`config.mk`:
```
export PLATFORM = sky130hd
export DESIGN_NAME = wb_shared_bus_arbiter
export DESIGN_NICKNAME = d
export VERILOG_FILES = /design/src/rtl/wb_shared_bus_arbiter.sv
export SDC_FILE = /design/constraint.sdc
export NUM_CORES = 1
export LEC_CHECK = 0
export CAP_MARGIN = 10
export CORE_AREA = 2 2 136 138
export CTS_BUF_LIST = sky130_fd_sc_hd__clkbuf_8
export DETAILED_ROUTE_END_ITERATION = 10
export DIE_AREA = 0 0 138 140
export GPL_ROUTABILITY_DRIVEN = 0
export GPL_TIMING_DRIVEN = 0
export PLACE_DENSITY = 0.58
export SLEW_MARGIN = 20
export SYNTH_ARGS = -nofsm -noshare
export SYNTH_HDL_FRONTEND = slang
export SYNTH_SLANG_ARGS = --single-unit
```
`constraint.sdc`:
```
create_clock -name wb_clk_i -period 3.3 [get_ports wb_clk_i]
set_input_delay 0.825 -clock wb_clk_i [delete_from_list [all_inputs] [get_ports wb_clk_i]]
set_output_delay 0.825 -clock wb_clk_i [all_outputs]
set_load 0.01 [all_outputs]
```
`src/rtl/wb_shared_bus_arbiter.sv`:
```
// Two-master, N-slave shared Wishbone classic interconnect with round-robin ownership,
// address decode and a bus-error generator for unmapped addresses and stalled slaves.
module wb_shared_bus_arbiter #(
  parameter int unsigned BUS_DATA_WIDTH = 32,
  parameter int unsigned BUS_ADDR_WIDTH = 8,
  parameter int unsigned N_SLAVES       = 4,
  parameter logic [N_SLAVES*BUS_ADDR_WIDTH-1:0] SLAVE_BASE_ADDRS = 32'h20_10_09_00,
  parameter logic [N_SLAVES*BUS_ADDR_WIDTH-1:0] SLAVE_HIGH_ADDRS = 32'h3F_1F_09_08,
  parameter int unsigned TIMEOUT_CYCLES = 16
) (
  input  logic                             wb_clk_i,
  input  logic                             wb_rst_i,
  input  logic                             wbm0_cyc_i,
  input  logic                             wbm0_stb_i,
  input  logic                             wbm0_we_i,
  input  logic [BUS_DATA_WIDTH/8-1:0]      wbm0_sel_i,
  input  logic [BUS_ADDR_WIDTH-1:0]        wbm0_adr_i,
  input  logic [BUS_DATA_WIDTH-1:0]        wbm0_dat_i,
  output logic [BUS_DATA_WIDTH-1:0]        wbm0_dat_o,
  output logic                             wbm0_ack_o,
  output logic                             wbm0_err_o,
  input  logic                             wbm1_cyc_i,
  input  logic                             wbm1_stb_i,
  input  logic                             wbm1_we_i,
  input  logic [BUS_DATA_WIDTH/8-1:0]      wbm1_sel_i,
  input  logic [BUS_ADDR_WIDTH-1:0]        wbm1_adr_i,
  input  logic [BUS_DATA_WIDTH-1:0]        wbm1_dat_i,
  output logic [BUS_DATA_WIDTH-1:0]        wbm1_dat_o,
  output logic                             wbm1_ack_o,
  output logic                             wbm1_err_o,
  output logic [N_SLAVES-1:0]              wbs_cyc_o,
  output logic [N_SLAVES-1:0]              wbs_stb_o,
  output logic                             wbs_we_o,
  output logic [BUS_DATA_WIDTH/8-1:0]      wbs_sel_o,
  output logic [BUS_ADDR_WIDTH-1:0]        wbs_adr_o,
  output logic [BUS_DATA_WIDTH-1:0]        wbs_dat_o,
  input  logic [N_SLAVES*BUS_DATA_WIDTH-1:0] wbs_dat_i,
  input  logic [N_SLAVES-1:0]              wbs_ack_i,
  input  logic [N_SLAVES-1:0]              wbs_err_i,
  output logic [1:0]                       grant_o
);

  typedef enum logic [1:0] {StIdle, StOwn0, StOwn1} state_e;

  state_e     state_q, state_d;
  logic       last_grant_q, last_grant_d;
  logic [7:0] tmo_cnt_q, tmo_cnt_d;
  logic       err_pending_q, err_pending_d;

  logic                        own0, own1, own_any;
  logic                        m_cyc, m_stb, m_we;
  logic [BUS_DATA_WIDTH/8-1:0] m_sel;
  logic [BUS_ADDR_WIDTH-1:0]   m_adr;
  logic [BUS_DATA_WIDTH-1:0]   m_dat;
  logic [N_SLAVES-1:0]         sel_slave;
  logic                        hit_any;
  logic [BUS_DATA_WIDTH-1:0]   slv_dat;
  logic                        slv_ack, slv_err;
  logic                        m_ack, m_err;
  logic                        keep, stall;

  always_ff @(posedge wb_clk_i) begin
    if (wb_rst_i) begin
      state_q       <= StIdle;
      last_grant_q  <= 1'b1;
      tmo_cnt_q     <= 8'd0;
      err_pending_q <= 1'b0;
    end else begin
      state_q       <= state_d;
      last_grant_q  <= last_grant_d;
      tmo_cnt_q     <= tmo_cnt_d;
      err_pending_q <= err_pending_d;
    end
  end

  // Ownership is masked during reset so every output is quiet in the reset cycle itself.
  assign own0    = (state_q == StOwn0) && !wb_rst_i;
  assign own1    = (state_q == StOwn1) && !wb_rst_i;
  assign own_any = own0 || own1;

  always_comb begin
    m_cyc = 1'b0;
    m_stb = 1'b0;
    m_we  = 1'b0;
    m_sel = '0;
    m_adr = '0;
    m_dat = '0;
    if (own0) begin
      m_cyc = wbm0_cyc_i;
      m_stb = wbm0_stb_i;
      m_we  = wbm0_we_i;
      m_sel = wbm0_sel_i;
      m_adr = wbm0_adr_i;
      m_dat = wbm0_dat_i;
    end else if (own1) begin
      m_cyc = wbm1_cyc_i;
      m_stb = wbm1_stb_i;
      m_we  = wbm1_we_i;
      m_sel = wbm1_sel_i;
      m_adr = wbm1_adr_i;
      m_dat = wbm1_dat_i;
    end
  end

  // Lowest-index matching range wins when ranges overlap.
  always_comb begin
    sel_slave = '0;
    hit_any   = 1'b0;
    slv_dat   = '0;
    slv_ack   = 1'b0;
    slv_err   = 1'b0;
    for (int i = 0; i < N_SLAVES; i++) begin
      if (!hit_any && own_any &&
          m_adr >= SLAVE_BASE_ADDRS[i*BUS_ADDR_WIDTH +: BUS_ADDR_WIDTH] &&
          m_adr <= SLAVE_HIGH_ADDRS[i*BUS_ADDR_WIDTH +: BUS_ADDR_WIDTH]) begin
        sel_slave[i] = 1'b1;
        hit_any      = 1'b1;
        slv_dat      = wbs_dat_i[i*BUS_DATA_WIDTH +: BUS_DATA_WIDTH];
        slv_ack      = wbs_ack_i[i];
        slv_err      = wbs_err_i[i];
      end
    end
  end

  assign m_ack = slv_ack && m_stb;
  assign m_err = ((slv_err && m_stb) || (err_pending_q && own_any)) && !m_ack;

  assign wbs_cyc_o = {N_SLAVES{m_cyc}} & sel_slave;
  assign wbs_stb_o = {N_SLAVES{m_stb && !err_pending_q}} & sel_slave;
  assign wbs_we_o  = m_we;
  assign wbs_sel_o = m_sel;
  assign wbs_adr_o = m_adr;
  assign wbs_dat_o = m_dat;

  assign wbm0_ack_o = own0 && m_ack;
  assign wbm0_err_o = own0 && m_err;
  assign wbm0_dat_o = own0 ? slv_dat : '0;
  assign wbm1_ack_o = own1 && m_ack;
  assign wbm1_err_o = own1 && m_err;
  assign wbm1_dat_o = own1 ? slv_dat : '0;
  assign grant_o    = {own1, own0};

  always_comb begin
    state_d      = state_q;
    last_grant_d = last_grant_q;
    unique case (state_q)
      StIdle: begin
        if (wbm0_cyc_i && wbm1_cyc_i) begin
          state_d      = last_grant_q ? StOwn0 : StOwn1;
          last_grant_d = !last_grant_q;
        end else if (wbm0_cyc_i) begin
          state_d      = StOwn0;
          last_grant_d = 1'b0;
        end else if (wbm1_cyc_i) begin
          state_d      = StOwn1;
          last_grant_d = 1'b1;
        end
      end
      StOwn0:  if (!wbm0_cyc_i) state_d = StIdle;
      StOwn1:  if (!wbm1_cyc_i) state_d = StIdle;
      default: state_d = StIdle;
    endcase
  end

  // keep: the current owner retains the bus next cycle, so pending errors stay deliverable.
  assign keep  = own_any && m_cyc;
  assign stall = m_stb && !slv_ack && !slv_err && !err_pending_q;

  always_comb begin
    tmo_cnt_d     = 8'd0;
    err_pending_d = 1'b0;
    if (keep && stall) begin
      tmo_cnt_d = tmo_cnt_q + 8'd1;
    end
    if (keep && m_stb && !err_pending_q &&
        (!hit_any || (stall && tmo_cnt_q == 8'(TIMEOUT_CYCLES - 1)))) begin
      err_pending_d = 1'b1;
    end
  end

endmodule

```
==> impl_metrics.env <==
export IMPL_status="finished, violations left"
export IMPL_violations="negative setup slack"
export IMPL_antenna_found_initial=1
export IMPL_synth_seq_cells=12
export IMPL_fmaxAchievable_mhz=290.6
export IMPL_synthAdderAreaFrac_pct=0.5179
export IMPL_hold_class="flop to flop"
export IMPL_antenna_cells=0
export IMPL_avgSynthCellArea_um2=6.583
export IMPL_overflow=0
export IMPL_pwr_share_clk_pct=13.9
export IMPL_syn_nets=600
export IMPL_seqPwrFrac_pct=13.1
export IMPL_period_share_pct=104.3
export IMPL_cp_end_kind="output pin"
export IMPL_clk_latency_ps=240
export IMPL_path_clk_slew_ps=50
export IMPL_core_area_um2=17780
export IMPL_rows=49
export IMPL_htreeDepth=1
export IMPL_finalPower_mw=1.155
export IMPL_synth_top_area_share_pct=13.78
export IMPL_fill_cells=1799
export IMPL_cts_tree="yes"
export IMPL_ir_drop_uv=122.4
export IMPL_setup_violations=54
export IMPL_muxShareOfSynthArea_pct=0.8804
export IMPL_synthXorXnorAreaFrac_pct=2.538
export IMPL_placed_cells=949
export IMPL_ctsHoldBuffers=0
export IMPL_synth_compound_area_share_pct=50.23
export IMPL_ys_async_sr_fraction_pct=0
export IMPL_die_x_um=138
export IMPL_fin_nets=1006
export IMPL_wl_per_cell_um=20.24
export IMPL_ys_types=44
export IMPL_fin_hold_ws_ps=444.2
export IMPL_detail_route_antenna_nets=0
export IMPL_grt_pass1_vias=4822
export IMPL_cpMostUsedCell="buf_12"
export IMPL_p_per_area_nw_per_um2=156.8
export IMPL_final_max_slew_viol_count=0
export IMPL_synth_area_top_cells="a22o_1 (14%), nor2_1 (14%), dfxtp_1 (9.9%)"
export IMPL_yosysMostFrequentCell="nor2_1"
export IMPL_intPower_mw=0.7722
export IMPL_timing_final_ws_setup_ps=-141.3
export IMPL_port_buffers=353
export IMPL_utilization_pct=41.46
export IMPL_cts_root_buf="clkbuf_8"
export IMPL_synth_area_um2=2416
export IMPL_worst_slew_pin_slew_ps=341.9
export IMPL_relSlewSlack_pct=76.99
export IMPL_finalWirelength_mm=20.26
export IMPL_cts_buffer_depth=2
export IMPL_fin_crit_ps=3441
export IMPL_io_pins=355
export IMPL_multi_input_area_um2=2436
export IMPL_startpoint_type="input pin"
export IMPL_yosysTopAreaCell="a22o_1"
export IMPL_crit_chain="buf_12 -> inv_8 -> a32o_2 -> nor4bb_4 -> buf_6 -> buf_12 -> buf_8 -> a311o_1 -> nand3_2 -> nor3b_2 -> buf_2"
export IMPL_p_sw_mw=0.3833
export IMPL_synthCells=367
export IMPL_syn_to_final_growth_pct=205.1
export IMPL_rsz0062_at_grt="yes"
export IMPL_dp_hpwl_mm=15.58
export IMPL_cp_max_fo=10
export IMPL_cp_slowest_stage_delay_ps=380
export IMPL_critPathTopFamily="buffers and inverters"
export IMPL_combPwrFrac_pct=72.9
export IMPL_layout_drive_gt1_share_pct=32.77
export IMPL_synth_edf_count=0
export IMPL_regArea_um2=244.0
export IMPL_finClkSkew_ps=5.492
export IMPL_drc=0
export IMPL_cp_arrival_ps=2620
export IMPL_crit_slowest_cell="a311o_1"
export IMPL_die_h_um=140
export IMPL_final_cell_count_no_fill=1001
export IMPL_synth_top_family_by_area="compound AO/OA/AOI/OAI gates"
export IMPL_grt_start_max_net_pins=11
export IMPL_cts_buffers=3
export IMPL_netSwitchingFraction_pct=33.17
export IMPL_ys_seq_area_share_pct=9.943
export IMPL_dr_total_vias=4693
export IMPL_first_pass_iters=4
export IMPL_grt_first_pass_wirelength_mm=29.20
export IMPL_synthSimpleGateAreaFrac_pct=27.24
export IMPL_cp_num_buf_inv=6
export IMPL_critPathKind="input pin to output pin"
export IMPL_cts_sinks=12
export IMPL_max_cap_viol_count=0
export IMPL_synth_ff_type="dfxtp_1"
export IMPL_initial_core_util_pct=13.59
export IMPL_yosysWarnings=0
export IMPL_die_area_um2=19320
export IMPL_yosys_top_cells_count="nor2_1 (88), a22o_1 (38), clkbuf_1 (29)"
export IMPL_grt_usage_pct=19.30
export IMPL_vias_per_cell=4.688
export IMPL_cp_required_ps=2470
export IMPL_hold_viol=0
export IMPL_leakagePower_nw=3.056
export IMPL_drt_iter0_drc=201
## worst paths after layout
path	endpoint	from	cells past startpoint	slack [ps]
worst max-delay path	wbm0_err_o	wb_rst_i	11	-140
worst min register to register	tmo_cnt_q[0]	tmo_cnt_q[0]	1	440
worst min-delay path	tmo_cnt_q[0]	tmo_cnt_q[0]	1	440
worst max register to register	err_pending_q	state_q[1]	13	550
## power by group through the flow
stage                     Combinational, mW  Clock, mW  Sequential [mW]
after floorplan                       0.235          0            0.153
after global placement                0.669          0            0.154
after CTS                             0.789      0.167            0.152
after detailed placement              0.669          0            0.154
after global routing                  0.895      0.174            0.152
final                                 0.843      0.161            0.152
## stage by stage
step           TNS [ps]  area, um^2  setup slack [ps]
2_1_floorplan         0        2439             9.249
4_1_cts           -3326        7058            -162.9
3_5_place_dp    -108400        6259             -1422
5_1_grt           -8320        7371            -214.5
3_3_place_gp    -109250        6259             -1418
6_report          -2436        7371            -141.3
## worst register-to-register path, cell delays in order (launching register included)
cell and delay, ps:
dfxtp_1 300, buf_6 140, nor2b_4 150, a32o_2 280, nor4bb_4 170, buf_6 130, buf_12 130, buf_8 120
a311o_1 380, buf_4 150, buf_4 120, a221o_1 340, buf_2 180, o21ai_2 130
## cell type report
class                           instances  share of cell area (%)
Buffer                                 41                   7.910
Tap cell                              229                   3.887
Clock buffer                            4                  0.7469
Multi-Input combinational cell        305                   33.05
Inverter                                7                  0.4583
Sequential cell                        12                   3.310
Timing Repair Buffer                  403                   50.64
## routing by layer
metal / global-route usage (%) / wire length (um)
met4: 2.954 / 293
met3: 4.034 / 1371
met1: 22.39 / 8038
met2: 36.97 / 10550
met5: 0 / 10
## timing repair
| action | CTS | global route |
|---|---|---|
| gates cloned | 5 | 2 |
| pin swaps | 55 | 36 |
| buffers inserted | 32 | 13 |
| setup endpoints to repair | 116 | 97 |
| hold endpoints to repair | 0 | 0 |
| resized for setup | 493 | 63 |
## sequential cells by signal (all words and copies together) (netlist names)
register and cells:
tmo_cnt_q 8, err_pending_q 1, last_grant_q 1, state_q 2
## kinds of logic (layout without fill, tap and decap cells)
family / after synthesis / after routing
AO/OA/AOI/OAI: 153 / 153
buffers and inverters: 50 / 455
AND/OR/NAND/NOR: 142 / 142
XOR/XNOR: 7 / 7
adder cells (fa/ha/maj): 1 / 1
flip-flops: 12 / 12
multiplexers: 2 / 2
## placed cells by master (no fill, tap or decap), types with 3 or more instances in the layout
master / n
nor2_1: 80
inv_1: 3
o21ai_0: 3
nand2b_1: 4
nor2_2: 7
buf_8: 6
nand3b_1: 10
dfxtp_1: 11
xor2_1: 3
clkbuf_4: 3
dlygate4sd2_1: 7
clkdlybuf4s50_1: 260
buf_4: 34
o221ai_2: 7
nor2b_4: 3
nor3_1: 3
buf_12: 8
a221o_1: 8
o22ai_2: 7
a221oi_2: 22
a22o_1: 38
a21oi_1: 6
a21o_1: 25
xnor2_1: 4
clkbuf_2: 10
buf_2: 73
inv_2: 3
buf_6: 17
a32o_2: 4
clkbuf_8: 10
nor2b_1: 4
clkbuf_16: 14
o22ai_1: 16
nand2_1: 13
nand2_8: 3
(Power assumes the default switching activity.)
